[src/rtl/univ_cnt_pkg.sv]
// rtl/univ_cnt_pkg.sv - shared types for the universal modulo counter
//
// Purpose : counting-mode and event-cause enums shared by univ_mod_cnt,
//           univ_cnt_next and the bench.
// Ports   : none (package).
package univ_cnt_pkg;

   typedef enum logic {
      CNT_WRAP = 1'b0,
      CNT_SAT  = 1'b1
   } cnt_mode_e;

   typedef enum logic [1:0] {
      EVT_NONE  = 2'd0,
      EVT_WRAP  = 2'd1,
      EVT_CLIP  = 2'd2,
      EVT_RANGE = 2'd3
   } evt_cause_e;

endpackage

[src/rtl/univ_cnt_next.sv]
// rtl/univ_cnt_next.sv - combinational next-count and event-cause logic
//
// Purpose : given the current count, step, limit, direction and mode,
//           produce the count for an enabled cycle and why it was bent.
// Ports   : q_i       current count
//           step_i    requested step magnitude
//           max_val_i inclusive upper limit
//           up_i      1 = count up, 0 = count down
//           mode_i    wrap or saturate
//           q_o       next count
//           cause_o   EVT_NONE / EVT_WRAP / EVT_CLIP / EVT_RANGE
module univ_cnt_next
   import univ_cnt_pkg::*;
#(
   parameter int N = 8
) (
   input  logic [N-1:0] q_i,
   input  logic [N-1:0] step_i,
   input  logic [N-1:0] max_val_i,
   input  logic         up_i,
   input  cnt_mode_e    mode_i,
   output logic [N-1:0] q_o,
   output evt_cause_e   cause_o
);

   localparam logic [N-1:0] ONE_N = {{(N-1){1'b0}}, 1'b1};

   logic [N-1:0] s_n;
   logic [N:0]   q_x;
   logic [N:0]   s_x;
   logic [N:0]   max_x;
   logic [N:0]   sum_x;
   logic [N-1:0] wrap_up;
   logic [N-1:0] wrap_dn;

   always_comb begin
      // Step never exceeds the range width, so one wrap is always enough.
      s_n   = (step_i > max_val_i) ? max_val_i : step_i;
      q_x   = {1'b0, q_i};
      s_x   = {1'b0, s_n};
      max_x = {1'b0, max_val_i};
      sum_x = q_x + s_x;
      // Wrapped results are always within 0..max_val, so modulo-2^N
      // arithmetic on N bits yields the exact value.
      wrap_up = q_i + s_n - max_val_i - ONE_N;
      wrap_dn = q_i + max_val_i + ONE_N - s_n;

      q_o     = q_i;
      cause_o = EVT_NONE;
      if (q_x > max_x) begin
         // Limit was lowered beneath the count: snap to the entry edge.
         q_o     = up_i ? '0 : max_val_i;
         cause_o = EVT_RANGE;
      end else if (up_i) begin
         if (sum_x <= max_x) begin
            q_o = sum_x[N-1:0];
         end else if (mode_i == CNT_SAT) begin
            q_o     = max_val_i;
            cause_o = EVT_CLIP;
         end else begin
            q_o     = wrap_up;
            cause_o = EVT_WRAP;
         end
      end else begin
         if (q_x >= s_x) begin
            q_o = q_i - s_n;
         end else if (mode_i == CNT_SAT) begin
            q_o     = '0;
            cause_o = EVT_CLIP;
         end else begin
            q_o     = wrap_dn;
            cause_o = EVT_WRAP;
         end
      end
   end

endmodule

[src/rtl/univ_mod_cnt.sv]
// rtl/univ_mod_cnt.sv - up/down counter with programmable limit, step and wrap/saturate
//
// Purpose : count register, mode register and sticky/pulse event flags,
//           with priority syn_clr > load > en > hold.
// Ports   : clk, rst (async, active-high)
//           syn_clr   clears count and flags
//           load, d   load d, clipped to max_val
//           en, up    count enable and direction
//           step      step magnitude (clamped to max_val)
//           max_val   inclusive upper limit
//           mode_we, mode_in  mode register write (0 wrap, 1 saturate)
//           clr_ovf   clears ovf_sticky
//           q         current count
//           max_tick  q == max_val;  min_tick  q == 0
//           evt       last update wrapped or clipped
//           ovf_sticky any wrap/clip since last clear;  mode  current mode
module univ_mod_cnt
   import univ_cnt_pkg::*;
#(
   parameter int N           = 8,
   parameter bit SAT_DEFAULT = 1'b0
) (
   input  logic         clk,
   input  logic         rst,
   input  logic         syn_clr,
   input  logic         load,
   input  logic         en,
   input  logic         up,
   input  logic         mode_we,
   input  logic         mode_in,
   input  logic [N-1:0] step,
   input  logic [N-1:0] max_val,
   input  logic [N-1:0] d,
   input  logic         clr_ovf,
   output logic [N-1:0] q,
   output logic         max_tick,
   output logic         min_tick,
   output logic         evt,
   output logic         ovf_sticky,
   output logic         mode
);

   logic [N-1:0] q_q, q_d;
   logic         evt_q, evt_d;
   logic         sticky_q, sticky_d;
   cnt_mode_e    mode_q, mode_d;

   logic [N-1:0] nxt_q;
   evt_cause_e   nxt_cause;
   logic         load_clip;

   univ_cnt_next #(.N(N)) u_next (
      .q_i       (q_q),
      .step_i    (step),
      .max_val_i (max_val),
      .up_i      (up),
      .mode_i    (mode_q),
      .q_o       (nxt_q),
      .cause_o   (nxt_cause)
   );

   assign load_clip = (d > max_val);

   always_comb begin
      q_d      = q_q;
      evt_d    = 1'b0;
      // A new event in the same cycle overrides clr_ovf below.
      sticky_d = sticky_q & ~clr_ovf;
      if (syn_clr) begin
         q_d      = '0;
         sticky_d = 1'b0;
      end else if (load) begin
         if (load_clip) begin
            q_d      = max_val;
            evt_d    = 1'b1;
            sticky_d = 1'b1;
         end else begin
            q_d = d;
         end
      end else if (en) begin
         q_d = nxt_q;
         if (nxt_cause != EVT_NONE) begin
            evt_d    = 1'b1;
            sticky_d = 1'b1;
         end
      end
      mode_d = mode_we ? cnt_mode_e'(mode_in) : mode_q;
   end

   always_ff @(posedge clk or posedge rst) begin
      if (rst) begin
         q_q      <= '0;
         evt_q    <= 1'b0;
         sticky_q <= 1'b0;
         mode_q   <= cnt_mode_e'(SAT_DEFAULT);
      end else begin
         q_q      <= q_d;
         evt_q    <= evt_d;
         sticky_q <= sticky_d;
         mode_q   <= mode_d;
      end
   end

   assign q          = q_q;
   assign evt        = evt_q;
   assign ovf_sticky = sticky_q;
   assign mode       = mode_q;
   assign max_tick   = (q_q == max_val);
   assign min_tick   = (q_q == '0);

endmodule

[config.mk]
export PLATFORM = sky130hd
export DESIGN_NAME = univ_mod_cnt
export DESIGN_NICKNAME = d
export VERILOG_FILES = /design/src/rtl/univ_cnt_pkg.sv /design/src/rtl/univ_cnt_next.sv /design/src/rtl/univ_mod_cnt.sv
export SDC_FILE = /design/constraint.sdc
export NUM_CORES = 1
export LEC_CHECK = 0
export CORE_UTILIZATION = 45
export DETAILED_ROUTE_END_ITERATION = 8
export GPL_TIMING_DRIVEN = 0
export PLACE_DENSITY = 0.72
export SYNTH_ARGS = -nofsm -noshare
export SYNTH_HDL_FRONTEND = slang
export SYNTH_SLANG_ARGS = --single-unit
[constraint.sdc]
create_clock -name clk -period 4.4 [get_ports clk]
set_clock_uncertainty 0.05 [all_clocks]
set_input_delay 1.32 -clock clk [delete_from_list [all_inputs] [get_ports clk]]
set_output_delay 1.32 -clock clk [all_outputs]
set_load 0.005 [all_outputs]
==> flow_summary.json <==
{
  "grt_pass1_vias": 3445,
  "clkTransAtPathRegs_ns": 0.05,
  "ys_types": 61,
  "tns_ns": -16.69,
  "place.gp.congestion": 0.947,
  "dr.pass1.iters": 7,
  "timing.final.ws_setup_ns": -1.73,
  "violations": "setup timing",
  "ys_ff_latch": 11,
  "slowest_delay_ns": 0.51,
  "regArea_um2": 275,
  "yosys_warnings": 0,
  "hold_violations": 0,
  "cts_buffer_depth": 2,
  "cts_tree": "done",
  "postRouteAntennaNets": 0,
  "vias": 3621,
  "critPathCaptureType": "register",
  "syn_nets": 536,
  "multiInputGateArea_um2": 3150,
  "initial_core_util_pct": 46.7,
  "holdPathEnd": "ovf_sticky$_DFF_PP0_",
  "start_kind": "input pin",
  "cp.arrival_ns": 6.22,
  "diodes": 0,
  "fin_util_pct": 61.3,
  "num_rows": 31,
  "wl_um": 11100,
  "slew_headroom_pct": 32.1,
  "io_buffers": 44,
  "critPathMaxFanout": 6,
  "pre_cts_ws_ns": -2.63,
  "r2r_end": "q[2]$_DFFE_PP0P_",
  "finalNetCount": 612,
  "setup_viol": 10,
  "holdCritStartpoint": "ovf_sticky$_DFF_PP0_",
  "reg2reg_depth": 16,
  "core_um2": 7290,
  "htreeDepth": 1,
  "fin_cells": 595,
  "r2r_slack_ns": 0.37,
  "clk_latency_ns": 0.25,
  "synth-edff-count": 0,
  "max_clock_freq_mhz": 163,
  "slowest_stage": "or4b_4",
  "fillers": 676,
  "die_w_um": 89.0,
  "cts_buffers": 3,
  "pin_count": 46,
  "reg2reg_from": "q[1]$_DFFE_PP0P_",
  "hold_class": "reg -> reg",
  "rsz0062_at_grt": "true",
  "die_h_um": 89.0,
  "post-dp-hpwl_um": 8510,
  "avgSynthCellArea_um2": 8.08,
  "layout_common_cells": "ha_1, a21oi_1, nor2_1, clkdlybuf4s50_1",
  "vdd_drop_max_mv": 0.148,
  "p_leak_nw": 2.05,
  "async_reset_ff_share_pct": 100,
  "grt_max_degree": 14,
  "status": "finished, violations left",
  "period_minus_slack_ns": 6.13,
  "drive_gt1_share_pct": 19.4,
  "drtIter0Drc": 387,
  "wl_per_cell_um": 18.7,
  "holdWs_ns": 0.576,
  "netlist_instances": 421,
  "via_per_inst": 6.09,
  "grtUsageTotal_pct": 29.3,
  "grt_antenna_before_repair": 0,
  "seq_area_frac_synth_pct": 8.09,
  "place_inst": 564,
  "holdPathStages": 2,
  "drv_slew": 0,
  "worstSetupPathType": "in -> reg",
  "cellPowerDensity_nw_per_um2": 389,
  "area_delta_synth_final_pct": 31.3,
  "final_common_cell": "ha_1",
  "syn_area_um2": 3400,
  "path_delay_family": "compound AO/OA/AOI/OAI gates",
  "crit_buf_inv": 4,
  "yosys_most_used_dff": "dfrtp_1",
  "root_buffer": "clkbuf_8",
  "dieArea_um2": 7910,
  "drc": 0,
  "min_period_over_period_pct": 139,
  "grt_pass1_wl_um": 17300,
  "worst_pin_slew_ns": 1.02,
  "clkSinkCount": 11,
  "maxCapViolations": 0,
  "crit_required_ns": 4.49,
  "gr-total-overflow": 0
}
registers in the layout, indices dropped and copies added (netlist names):
name / flops
evt: 1
mode: 1
ovf_sticky: 1
q: 8
worst min-delay path, delay by kind of cell (launching register included):
kind / cells / cell delay (ns)
compound gates: 1 / 0.12
simple gates: 1 / 0.13
flops: 1 / 0.33
how the worst max path moves through the flow:
stage,from,end,slack [ns],depth (start not counted)
floorplan,max_val[1],q[5]$_DFFE_PP0P_,-1.21,22
global placement,max_val[1],q[0]$_DFFE_PP0P_,-2.52,23
detailed placement,max_val[1],q[0]$_DFFE_PP0P_,-2.63,23
CTS,max_val[1],q[0]$_DFFE_PP0P_,-1.47,23
global route,max_val[1],q[3]$_DFFE_PP0P_,-1.86,24
finish,max_val[1],q[2]$_DFFE_PP0P_,-1.73,25
layout make-up:
class / count / area share, %
Tap cell: 99 / 2.77
Sequential cell: 11 / 6.16
Inverter: 34 / 3.25
Timing Repair Buffer: 71 / 14.3
Clock buffer: 4 / 1.01
Buffer: 14 / 1.90
Multi-Input combinational cell: 362 / 70.6
report_power, final:
group / internal [mW] / switching, mW / leakage [nW]
combinational: 0.685 / 0.784 / 1.88
sequential: 0.116 / 0.0493 / 0.142
clock: 0.0638 / 0.0414 / 0.0228
total: 0.864 / 0.875 / 2.05
layer usage:
layer | vias up | track usage [%] | share of wire [%]
li1 | 1682 | - | -
met2 | 186 | 51.5 | 48
met4 | 0 | 13.3 | 4.4
met5 | - | 0 | 0
met3 | 41 | 2.86 | 6.8
met1 | 1712 | 36.4 | 41
Yosys cell counts, drive strengths merged (2+ instances only):
| library cell | instances | area [um2] |
|---|---|---|
| ha | 65 | 813 |
| a21oi | 44 | 224 |
| nor2 | 35 | 131 |
| inv | 34 | 128 |
| nand2 | 25 | 93.8 |
| o21ai | 19 | 95.1 |
| fa | 17 | 340 |
| xnor2 | 17 | 149 |
| a21o | 15 | 113 |
| nor3 | 14 | 85.1 |
| dfrtp | 11 | 275 |
| o211ai | 10 | 75.1 |
| xor2 | 9 | 78.8 |
| buf | 7 | 41.3 |
| clkbuf | 7 | 26.3 |
| o21bai | 7 | 52.6 |
| a211oi | 6 | 45.0 |
| nor2b | 6 | 37.5 |
| mux2i | 5 | 50.1 |
| nand4 | 5 | 31.3 |
| a211o | 4 | 35.0 |
| nor3b | 4 | 35.0 |
| a2111oi | 3 | 28.8 |
| a311oi | 3 | 26.3 |
| a31oi | 3 | 18.8 |
| and2 | 3 | 18.8 |
| nand3 | 3 | 15.0 |
| o211a | 3 | 30.0 |
| o22ai | 3 | 18.8 |
| or3 | 3 | 18.8 |
| or4 | 3 | 22.5 |
| mux2 | 2 | 22.5 |
| nand2b | 2 | 12.5 |
| o21ba | 2 | 20.0 |
| o221ai | 2 | 17.5 |
| o311a | 2 | 20.0 |
| o31a | 2 | 17.5 |
| or2 | 2 | 12.5 |
timing repair:
item,4_1_cts,5_1_grt
buffers inserted,23,2
endpoints found under the setup margin,11,10
gates resized for setup,85,15
cloned,1,1
pin swaps,31,25
hold buffers,0,0
per-stage QoR:
step	area [um2]	power, mW
after floorplan	3450	1.07
after global placement	4020	1.38
after detailed placement	4020	1.41
after CTS	4400	1.65
after global routing	4470	1.86
final	4470	1.74
logic make-up (layout without fill, tap and decap cells):
family	count (synthesis)	in the layout	synth area share (%)
compound gates	136	136	26.9
xor+xnor	26	26	6.69
fa+ha+maj	82	82	33.9
buf+inv	48	123	5.74
flops	11	11	8.09
mux	7	7	2.13
simple gates	111	111	16.5
Power figures use the tool's default switching activity.
